## config.mk

```make
export PLATFORM = sky130hd
export DESIGN_NAME = transformation_engine_flat
export DESIGN_NICKNAME = d
export VERILOG_FILES = /design/src/rtl/transformation_engine_if.sv /design/src/rtl/transformation_engine.sv /design/src/flat_wrapper.sv
export SDC_FILE = /design/constraint.sdc
export NUM_CORES = 1
export LEC_CHECK = 0
export ABC_AREA = 1
export BUFFER_PORTS_ARGS = -buffer_cell sky130_fd_sc_hd__buf_2
export CAP_MARGIN = 20
export CORE_ASPECT_RATIO = 0.8
export CORE_MARGIN = 1.5
export CORE_UTILIZATION = 40
export DETAILED_ROUTE_END_ITERATION = 8
export PLACE_DENSITY = 0.54
export SYNTH_ARGS = -nofsm -noshare
export SYNTH_HDL_FRONTEND = slang
export SYNTH_SLANG_ARGS = --single-unit
export TNS_END_PERCENT = 1
```

## constraint.sdc

```tcl
create_clock -name clk -period 10 [get_ports clk]
set_input_delay 2 -clock clk [delete_from_list [all_inputs] [get_ports clk]]
set_output_delay 2 -clock clk [all_outputs]
set_load 0.005 [all_outputs]
```

## src/rtl/transformation_engine_if.sv

```systemverilog
// Memory-side bus of the transformation engine: synchronous FM and WM read ports
// plus the FM_WM product-memory write port.
interface transformation_engine_if #(
    parameter int FEATURE_ROWS       = 6,
    parameter int FEATURE_COLS       = 96,
    parameter int FM_WM_COLS         = 3,
    parameter int DATA_WIDTH         = 8,
    parameter int ACC_WIDTH          = 16,
    parameter int FEATURE_ADDR_WIDTH = $clog2(FEATURE_ROWS * FEATURE_COLS),
    parameter int WEIGHT_ADDR_WIDTH  = $clog2(FEATURE_COLS * FM_WM_COLS)
);
    localparam int ROW_WIDTH = $clog2(FEATURE_ROWS);
    localparam int COL_WIDTH = $clog2(FM_WM_COLS);

    logic [FEATURE_ADDR_WIDTH-1:0] read_feature_addr;
    logic [DATA_WIDTH-1:0]         read_feature_data;
    logic [WEIGHT_ADDR_WIDTH-1:0]  read_weight_addr;
    logic [DATA_WIDTH-1:0]         read_weight_data;
    logic                          write_fm_wm_en;
    logic [ROW_WIDTH-1:0]          write_fm_wm_row;
    logic [COL_WIDTH-1:0]          write_fm_wm_col;
    logic [ACC_WIDTH-1:0]          write_fm_wm_data;

    modport master (
        output read_feature_addr,
        input  read_feature_data,
        output read_weight_addr,
        input  read_weight_data,
        output write_fm_wm_en,
        output write_fm_wm_row,
        output write_fm_wm_col,
        output write_fm_wm_data
    );

    modport slave (
        input  read_feature_addr,
        output read_feature_data,
        input  read_weight_addr,
        output read_weight_data,
        input  write_fm_wm_en,
        input  write_fm_wm_row,
        input  write_fm_wm_col,
        input  write_fm_wm_data
    );
endinterface

```

## src/rtl/transformation_engine.sv

```systemverilog
// GCN transformation stage: computes FM x WM one dot product at a time with a
// sequential MAC and writes each result row-major into the FM_WM product memory.
module transformation_engine #(
    parameter int FEATURE_ROWS       = 6,
    parameter int FEATURE_COLS       = 96,
    parameter int FM_WM_COLS         = 3,
    parameter int DATA_WIDTH         = 8,
    parameter int ACC_WIDTH          = 16,
    parameter int FEATURE_ADDR_WIDTH = $clog2(FEATURE_ROWS * FEATURE_COLS),
    parameter int WEIGHT_ADDR_WIDTH  = $clog2(FEATURE_COLS * FM_WM_COLS)
) (
    input  logic clk,
    input  logic reset,
    input  logic start,
    output logic busy,
    output logic done,
    transformation_engine_if.master mem
);
    localparam int ROW_WIDTH  = $clog2(FEATURE_ROWS);
    localparam int COL_WIDTH  = $clog2(FM_WM_COLS);
    localparam int K_WIDTH    = $clog2(FEATURE_COLS);
    localparam int PROD_WIDTH = 2 * DATA_WIDTH;

    typedef enum logic [2:0] {
        S_IDLE,
        S_FETCH,
        S_DRAIN,
        S_WRITE,
        S_DONE
    } state_t;

    state_t                 state_q, state_d;
    logic [ROW_WIDTH-1:0]   row_q, row_d;
    logic [COL_WIDTH-1:0]   col_q, col_d;
    logic [K_WIDTH-1:0]     k_q, k_d;
    logic [ACC_WIDTH-1:0]   acc_q, acc_d;
    logic                   valid_q, valid_d;

    logic signed [PROD_WIDTH-1:0] product;
    logic                         last_k;
    logic                         last_col;
    logic                         last_row;

    // Operands are widened first so the multiply yields the full signed product.
    assign product  = PROD_WIDTH'($signed(mem.read_feature_data))
                    * PROD_WIDTH'($signed(mem.read_weight_data));
    assign last_k   = (k_q == K_WIDTH'(FEATURE_COLS - 1));
    assign last_col = (col_q == COL_WIDTH'(FM_WM_COLS - 1));
    assign last_row = (row_q == ROW_WIDTH'(FEATURE_ROWS - 1));

    always_comb begin
        state_d = state_q;
        row_d   = row_q;
        col_d   = col_q;
        k_d     = k_q;
        acc_d   = acc_q;
        valid_d = (state_q == S_FETCH);

        busy                 = 1'b0;
        done                 = 1'b0;
        mem.read_feature_addr = '0;
        mem.read_weight_addr  = '0;
        mem.write_fm_wm_en    = 1'b0;
        mem.write_fm_wm_row   = '0;
        mem.write_fm_wm_col   = '0;
        mem.write_fm_wm_data  = '0;

        // Data arriving this cycle belongs to the address issued in the previous FETCH.
        if (valid_q) begin
            acc_d = acc_q + ACC_WIDTH'(product);
        end

        case (state_q)
            S_IDLE: begin
                if (start) begin
                    state_d = S_FETCH;
                    row_d   = '0;
                    col_d   = '0;
                    k_d     = '0;
                    acc_d   = '0;
                    valid_d = 1'b0;
                end
            end

            S_FETCH: begin
                busy = 1'b1;
                mem.read_feature_addr = FEATURE_ADDR_WIDTH'(row_q) * FEATURE_ADDR_WIDTH'(FEATURE_COLS)
                                      + FEATURE_ADDR_WIDTH'(k_q);
                mem.read_weight_addr  = WEIGHT_ADDR_WIDTH'(k_q) * WEIGHT_ADDR_WIDTH'(FM_WM_COLS)
                                      + WEIGHT_ADDR_WIDTH'(col_q);
                if (last_k) begin
                    k_d     = '0;
                    state_d = S_DRAIN;
                end else begin
                    k_d = k_q + K_WIDTH'(1);
                end
            end

            S_DRAIN: begin
                busy    = 1'b1;
                state_d = S_WRITE;
            end

            S_WRITE: begin
                busy                 = 1'b1;
                mem.write_fm_wm_en   = 1'b1;
                mem.write_fm_wm_row  = row_q;
                mem.write_fm_wm_col  = col_q;
                mem.write_fm_wm_data = acc_q;
                acc_d = '0;
                k_d   = '0;
                if (last_col) begin
                    col_d = '0;
                    row_d = last_row ? '0 : row_q + ROW_WIDTH'(1);
                end else begin
                    col_d = col_q + COL_WIDTH'(1);
                end
                state_d = (last_row && last_col) ? S_DONE : S_FETCH;
            end

            S_DONE: begin
                done = 1'b1;
                if (start) begin
                    state_d = S_FETCH;
                    row_d   = '0;
                    col_d   = '0;
                    k_d     = '0;
                    acc_d   = '0;
                    valid_d = 1'b0;
                end
            end

            default: begin
                state_d = S_IDLE;
            end
        endcase
    end

    always_ff @(posedge clk or negedge reset) begin
        if (!reset) begin
            state_q <= S_IDLE;
            row_q   <= '0;
            col_q   <= '0;
            k_q     <= '0;
            acc_q   <= '0;
            valid_q <= 1'b0;
        end else begin
            state_q <= state_d;
            row_q   <= row_d;
            col_q   <= col_d;
            k_q     <= k_d;
            acc_q   <= acc_d;
            valid_q <= valid_d;
        end
    end
endmodule

```

## src/flat_wrapper.sv

```systemverilog
// flat-port wrapper written by rule: the top's interface ports become plain ports
module transformation_engine_flat 
#(
    parameter int FEATURE_ROWS       = 6,
    parameter int FEATURE_COLS       = 96,
    parameter int FM_WM_COLS         = 3,
    parameter int DATA_WIDTH         = 8,
    parameter int ACC_WIDTH          = 16,
    parameter int FEATURE_ADDR_WIDTH = $clog2(FEATURE_ROWS * FEATURE_COLS),
    parameter int WEIGHT_ADDR_WIDTH  = $clog2(FEATURE_COLS * FM_WM_COLS)
)
  (clk, reset, start, busy, done, mem_read_feature_addr, mem_read_feature_data, mem_read_weight_addr, mem_read_weight_data, mem_write_fm_wm_en, mem_write_fm_wm_row, mem_write_fm_wm_col, mem_write_fm_wm_data);
  transformation_engine_if #(.FEATURE_ROWS(FEATURE_ROWS), .FEATURE_COLS(FEATURE_COLS), .FM_WM_COLS(FM_WM_COLS), .DATA_WIDTH(DATA_WIDTH), .ACC_WIDTH(ACC_WIDTH), .FEATURE_ADDR_WIDTH(FEATURE_ADDR_WIDTH), .WEIGHT_ADDR_WIDTH(WEIGHT_ADDR_WIDTH)) mem_i ();
  input  logic clk;
  input  logic reset;
  input  logic start;
  output logic busy;
  output logic done;
  output wire logic [$bits(mem_i.read_feature_addr)-1:0] mem_read_feature_addr;
  input wire logic [$bits(mem_i.read_feature_data)-1:0] mem_read_feature_data;
  output wire logic [$bits(mem_i.read_weight_addr)-1:0] mem_read_weight_addr;
  input wire logic [$bits(mem_i.read_weight_data)-1:0] mem_read_weight_data;
  output wire logic [$bits(mem_i.write_fm_wm_en)-1:0] mem_write_fm_wm_en;
  output wire logic [$bits(mem_i.write_fm_wm_row)-1:0] mem_write_fm_wm_row;
  output wire logic [$bits(mem_i.write_fm_wm_col)-1:0] mem_write_fm_wm_col;
  output wire logic [$bits(mem_i.write_fm_wm_data)-1:0] mem_write_fm_wm_data;
  assign mem_read_feature_addr = mem_i.read_feature_addr;
  assign mem_i.read_feature_data = mem_read_feature_data;
  assign mem_read_weight_addr = mem_i.read_weight_addr;
  assign mem_i.read_weight_data = mem_read_weight_data;
  assign mem_write_fm_wm_en = mem_i.write_fm_wm_en;
  assign mem_write_fm_wm_row = mem_i.write_fm_wm_row;
  assign mem_write_fm_wm_col = mem_i.write_fm_wm_col;
  assign mem_write_fm_wm_data = mem_i.write_fm_wm_data;
  transformation_engine #(.FEATURE_ROWS(FEATURE_ROWS), .FEATURE_COLS(FEATURE_COLS), .FM_WM_COLS(FM_WM_COLS), .DATA_WIDTH(DATA_WIDTH), .ACC_WIDTH(ACC_WIDTH), .FEATURE_ADDR_WIDTH(FEATURE_ADDR_WIDTH), .WEIGHT_ADDR_WIDTH(WEIGHT_ADDR_WIDTH)) u_core (.clk(clk), .reset(reset), .start(start), .busy(busy), .done(done), .mem(mem_i));
endmodule
```

; Yosys cells after proc, flatten, opt, wreduce, memory -nomap -nowiden
; Cells that the tools add are included.
[totals]
reg_bits = 32
input_bits = 19
out_inout_bits = 43
[op_classes]
addsub = 6
mul = 3
eq_ne = 10
n_mux = 27
n_reduce_logical = 10
[ops]
columns = op, count
row1 = $mux W16, 3
row2 = $pmux W16 S2, 1
row3 = $mux W3, 7
row4 = $pmux W7 S3, 1
row5 = $add A16 B16 Y16, 1
row6 = $mul A8 B8 Y16, 1
row7 = $mux W7, 2
row8 = $pmux W3 S4, 1
row9 = $add A10 B7 Y10, 1
row10 = $mux W10, 1
row11 = $add A9 B2 Y9, 1
row12 = $mul A7 B2 Y9 const B, 1
row13 = $mux W9, 1
row14 = $add A7 B1 Y7 const B, 1
row15 = $eq A7 B7 Y1 const B, 1
row16 = $eq A3 B2 Y1 const B, 2
row17 = $eq A3 B3 Y1 const B, 2
row18 = $mux W2, 3
row19 = $ne A2 B1 Y1 const B, 3
row20 = $pmux W3 S2, 1
row21 = $reduce_and A2 Y1, 3
row22 = $mul A3 B2 Y5 const B, 1
row23 = $mux W1, 5
row24 = $pmux W2 S2, 1
row25 = other kinds (11), 11

; Longest topological paths before layout
[logic_depth]
depth_word = 5
ltp_mapped = 25
depth_no_buf = 24

; Worst setup path after synthesis
; OpenSTA, ideal clock, no wires.
[synth_timing]
path_kind = input-to-reg
from = in mem_read_weight_data[7]
to = reg u_core.acc_q[14]
setup_time_ns = 0.117
arrival_ns = 6.071
required_ns = 9.883
path_slack_ns = 3.813
path_stages = 17
n_path_buf = 0
path_cell_list = clkinv_1 -> or2_2 -> fa_1 -> fa_1 -> inv_1 -> fa_1 -> fa_1 -> fa_1 -> ha_1 -> a21oi_1 -> o21bai_1 -> nand2_1 -> nand3_1 -> nand2_1 -> nand2_1 -> o21ai_1 -> inv_2
[synth_via]
elab_chain_len = 5
[synth_lines]
columns = item, line_no
row1 = "start, declared", flat_wrapper.sv:22  ; input wire logic [$bits(mem_i.read_weight_data)-1:0] mem_read_weight_data;
row2 = $mul A8 B8 Y16 (*), transformation_engine.sv:46  ; * PROD_WIDTH'($signed(mem.read_weight_data));
row3 = $add A16 B16 Y16 (*), transformation_engine.sv:70  ; acc_d = acc_q + ACC_WIDTH'(product);
row4 = $mux W16 (*), transformation_engine.sv:69  ; if (valid_q) begin
row5 = $mux W16, "transformation_engine.sv:75, transformation_engine.sv:123"
row6 = $pmux W16 S2 (*), transformation_engine.sv:73  ; case (state_q)
row7 = named net u_core.acc_d[14], transformation_engine.sv:36  ; logic [ACC_WIDTH-1:0] acc_q, acc_d;
row8 = "end signal, assigned", transformation_engine.sv:145  ; acc_q <= '0;
row9 = "end signal, assigned", transformation_engine.sv:152  ; acc_q <= acc_d;
row10 = "end, declared", transformation_engine.sv:36
; Mark *: on every way through the listed nets, which the timed path passes. The rest lies on a longest branch.
; A chain may end at the register's enable or synchronous reset.

; Worst setup path after layout
[layout_timing]
from = in mem_read_weight_data[7]
to = reg u_core.acc_q[15]
; The elaborated chain is that of the path after synthesis.

==> results by group <==
Run status
  – Status: completed

Finish
  – Antenna Cells: 0
  – Fin util: 45.7%
  – Share of cells above drive strength 1: 12.6%
  – Fin nets: 900
  – Area Overhead vs Synth: 10.8%
  – FILL cells: 1300

Routing
  – Vias/cell: 4.74
  – WL per Instance: 12.9 um
  – Antenna Nets Post-Route: 0
  – Final wirelength: 11900 um
  – Via count: 4374
  – DR DRC count: 0
  – Drt initial violations: between 200 and 250
  – Pre-antenna DRT Iters: 5

Global routing
  – First-pass GRT wire length: roughly 21000 um
  – Number of global-route vias before repair: approximately 4300
  – Gr usage total: 18.0%
  – Gr ovfl total: 0
  – Largest net degree at the start of global routing: 33
  – Number of antenna violations at the first check in global routing: 0

Floorplanning
  – Initial Utilization: 41.3%
  – Full die area: 14100 um^2
  – Core area: roughly 13000 um^2
  – Chip height: approximately 110 um
  – Io pins: 62
  – Rows: 37
  – Die Width: approximately 130 um

Timing
  – RSZ-0062 raised after global routing: false
  – Clock Skew: 0.00222 ns
  – Final slew viol count: 0
  – Final setup vio count: 0
  – Hold_ws: 0.560 ns
  – Final period utilization: 63.3%
  – Setup TNS: 0 ns
  – Final Hold Vio Count: 0
  – Setup ws final: 3.67 ns
  – Slew HR: 51.4%
  – Worst-margin pin slew: 0.729 ns
  – Fin crit period: 6.33 ns
  – Achievable frequency: 0.158 GHz

Setup path
  – Crit start category: input port
  – CP Cell Sequence: buf_2, clkinv_1, or2_2, fa_1, fa_1, inv_1, fa_1, fa_1, fa_1, ha_1, a21oi_1, o21ai_1, nand2_1, nand2_1, nor2_1, inv_1, nand2_1, nand3_1, nand2_1, inv_1
  – CP max-delay cell: fa_1
  – Critical path endpoint category: flop
  – WP data arrival: 6.51 ns
  – Crit path max-delay family: adder cells
  – Most frequent CP cell: fa_1
  – Worst-path fanout max: 9
  – Crit path buffers/inverters: 5
  – CP peak stage delay: 0.55 ns
  – WS Path Type: in -> reg
  – CP Data Required Time: slightly above 10 ns

Logic synthesis
  – Netlist area before placement: 5350 um^2
  – Avg Cell Area, Syn: 7.63 um^2
  – Syn Inst Count: 701
  – #FFs+latches synth: 32
  – Post-synthesis compound-gate area fraction: ~7.9%
  – Net Count, Synth: 853
  – Synth top area cells: fa_1, dfrtp_1, ha_1, inv_1, nand2_1
  – Post-synthesis simple-gate area fraction: 19.1%
  – Yosys top cell area share: 28.1%
  – Biggest area consumer among synthesized cells: fa_1
  – Main combinational cell family by area after synthesis: adder cells
  – Synth warn: 0
  – Sequential area share after synthesis: 15.0%
  – Proportion of synthesized area in mux cells: 0%
  – Post-Synth Adder-Cell Area: 41.6%
  – Post-synthesis cell type count: 33
  – Synth Area in XOR/XNOR: between 1.5 and 2%

Placed design
  – Routability Congestion: ~0.87
  – Detailed placer's ending HPWL: 10300 um
  – Port Buffers: 61
  – Pre-CTS WS: 3.37 ns

Clocking
  – H-Tree Level Count: 2
  – CTS Hold Bufs: 0
  – Clock Sink Count: 32
  – Post_cts resized: 0
  – Clk pin slew, worst setup/hold paths: 0.05 ns
  – CTS root buf: clkbuf_16
  – CTS tree: yes
  – Total CTS buffers: 5
  – Max Buffers Root-to-Sink: 2
  – Worst skew pair latency: 0.28 ns
  – Postcts setup bufs: 0

Worst hold path
  – Worst min path class: reg -> reg

Flow run
  – Max-Cap Viols: 0
-- path summary, 6_finish.rpt --
check | startpoint | to | slack (ns) | cells after the start
min in group asynchronous | reset | u_core.acc_q[1] | 1.78 | 1
max in group asynchronous | reset | u_core.acc_q[15] | 7.75 | 1
worst max register to register | u_core.acc_q[6] | u_core.acc_q[15] | 5.63 | 19
worst max-delay path | mem_read_weight_data[7] | u_core.acc_q[15] | 3.67 | 20
worst min register to register | u_core.acc_q[0] | u_core.acc_q[0] | 0.56 | 2
worst min-delay path | u_core.acc_q[0] | u_core.acc_q[0] | 0.56 | 2
-- cells in the final DEF, fill, tap and decap left out, drive strengths merged, types with 3 or more instances in the layout --
master,instances
inv,184
nand2,130
fa,75
nor2,74
buf,61
ha,58
a21oi,32
dfrtp,32
o21ai,24
nand3,23
nor3,9
xor2,9
a211oi,8
clkbuf,6
xnor2,3
and3,3
-- kinds of logic (layout without fill, tap and decap cells) --
group	Yosys count	count (layout)
flip-flops	32	32
AO/OA/AOI/OAI	74	74
XOR/XNOR	12	12
adder cells (fa/ha/maj)	133	133
AND/OR/NAND/NOR	244	244
buffers and inverters	206	253
-- state kept, by name (all words and copies together) (netlist names) --
| name | flops |
|---|---|
| u_core.k_q | 7 |
| u_core.state_q | 3 |
| u_core.valid_q | 1 |
| u_core.col_q | 2 |
| u_core.row_q | 3 |
| u_core.acc_q | 16 |
-- per-stage QoR --
step	cell area (um^2)	cells
2_1_floorplan	5350	701
3_3_place_gp	5790	916
3_5_place_dp	5790	916
4_1_cts	5930	923
5_1_grt	5930	923
6_report	5930	923
-- final cells by class --
class	count	area (um^2)	area share, %
clock buffers	6	129	2.17
clock inverters	1	5.00	0.0844
inverters	185	694	11.7
multi-input cells	463	3770	63.7
flip-flops and latches	32	801	13.5
well taps	175	219	3.69
repair buffers	61	305	5.15
-- Yosys cell counts (all sizes together) --
cell type  instances
ha                58
nand3             23
a31oi              2
nand2            130
clkbuf            20
o211ai             2
clkinv             1
o21ai             24
a21o               2
nand3b             2
fa                75
nor3               9
xnor2              3
o21ba              1
o31ai              1
nand4              2
a211oi             8
and3               3
nor2              74
o21bai             2
buf                1
xor2               9
or2                1
inv              184
a21oi             32
dfrtp             32
-- layer usage --
metal | GRT usage, % | wire, um
met1 | 26.7 | 5990
met2 | 28.4 | 5340
met3 | 2.67 | 491
met4 | 3.14 | 80
met5 | 0 | 0
-- worst reg2reg max path, cell delays in order (launching register included) --
cell and delay (ns):
dfrtp_1 0.32, inv_1 0.09, fa_1 0.54, inv_1 0.05, fa_1 0.49, inv_1 0.05
fa_1 0.49, inv_1 0.06, fa_1 0.48, ha_1 0.30, ha_1 0.35, a21oi_1 0.23
o21ai_1 0.19, and3_1 0.19, nor2_1 0.15, inv_1 0.06, nand2_1 0.06, nand3_1 0.06
nand2_1 0.08, inv_1 0.04
Power is not shown: default switching activity piles up to over one toggle a cycle in this logic, so the estimate is an artifact.
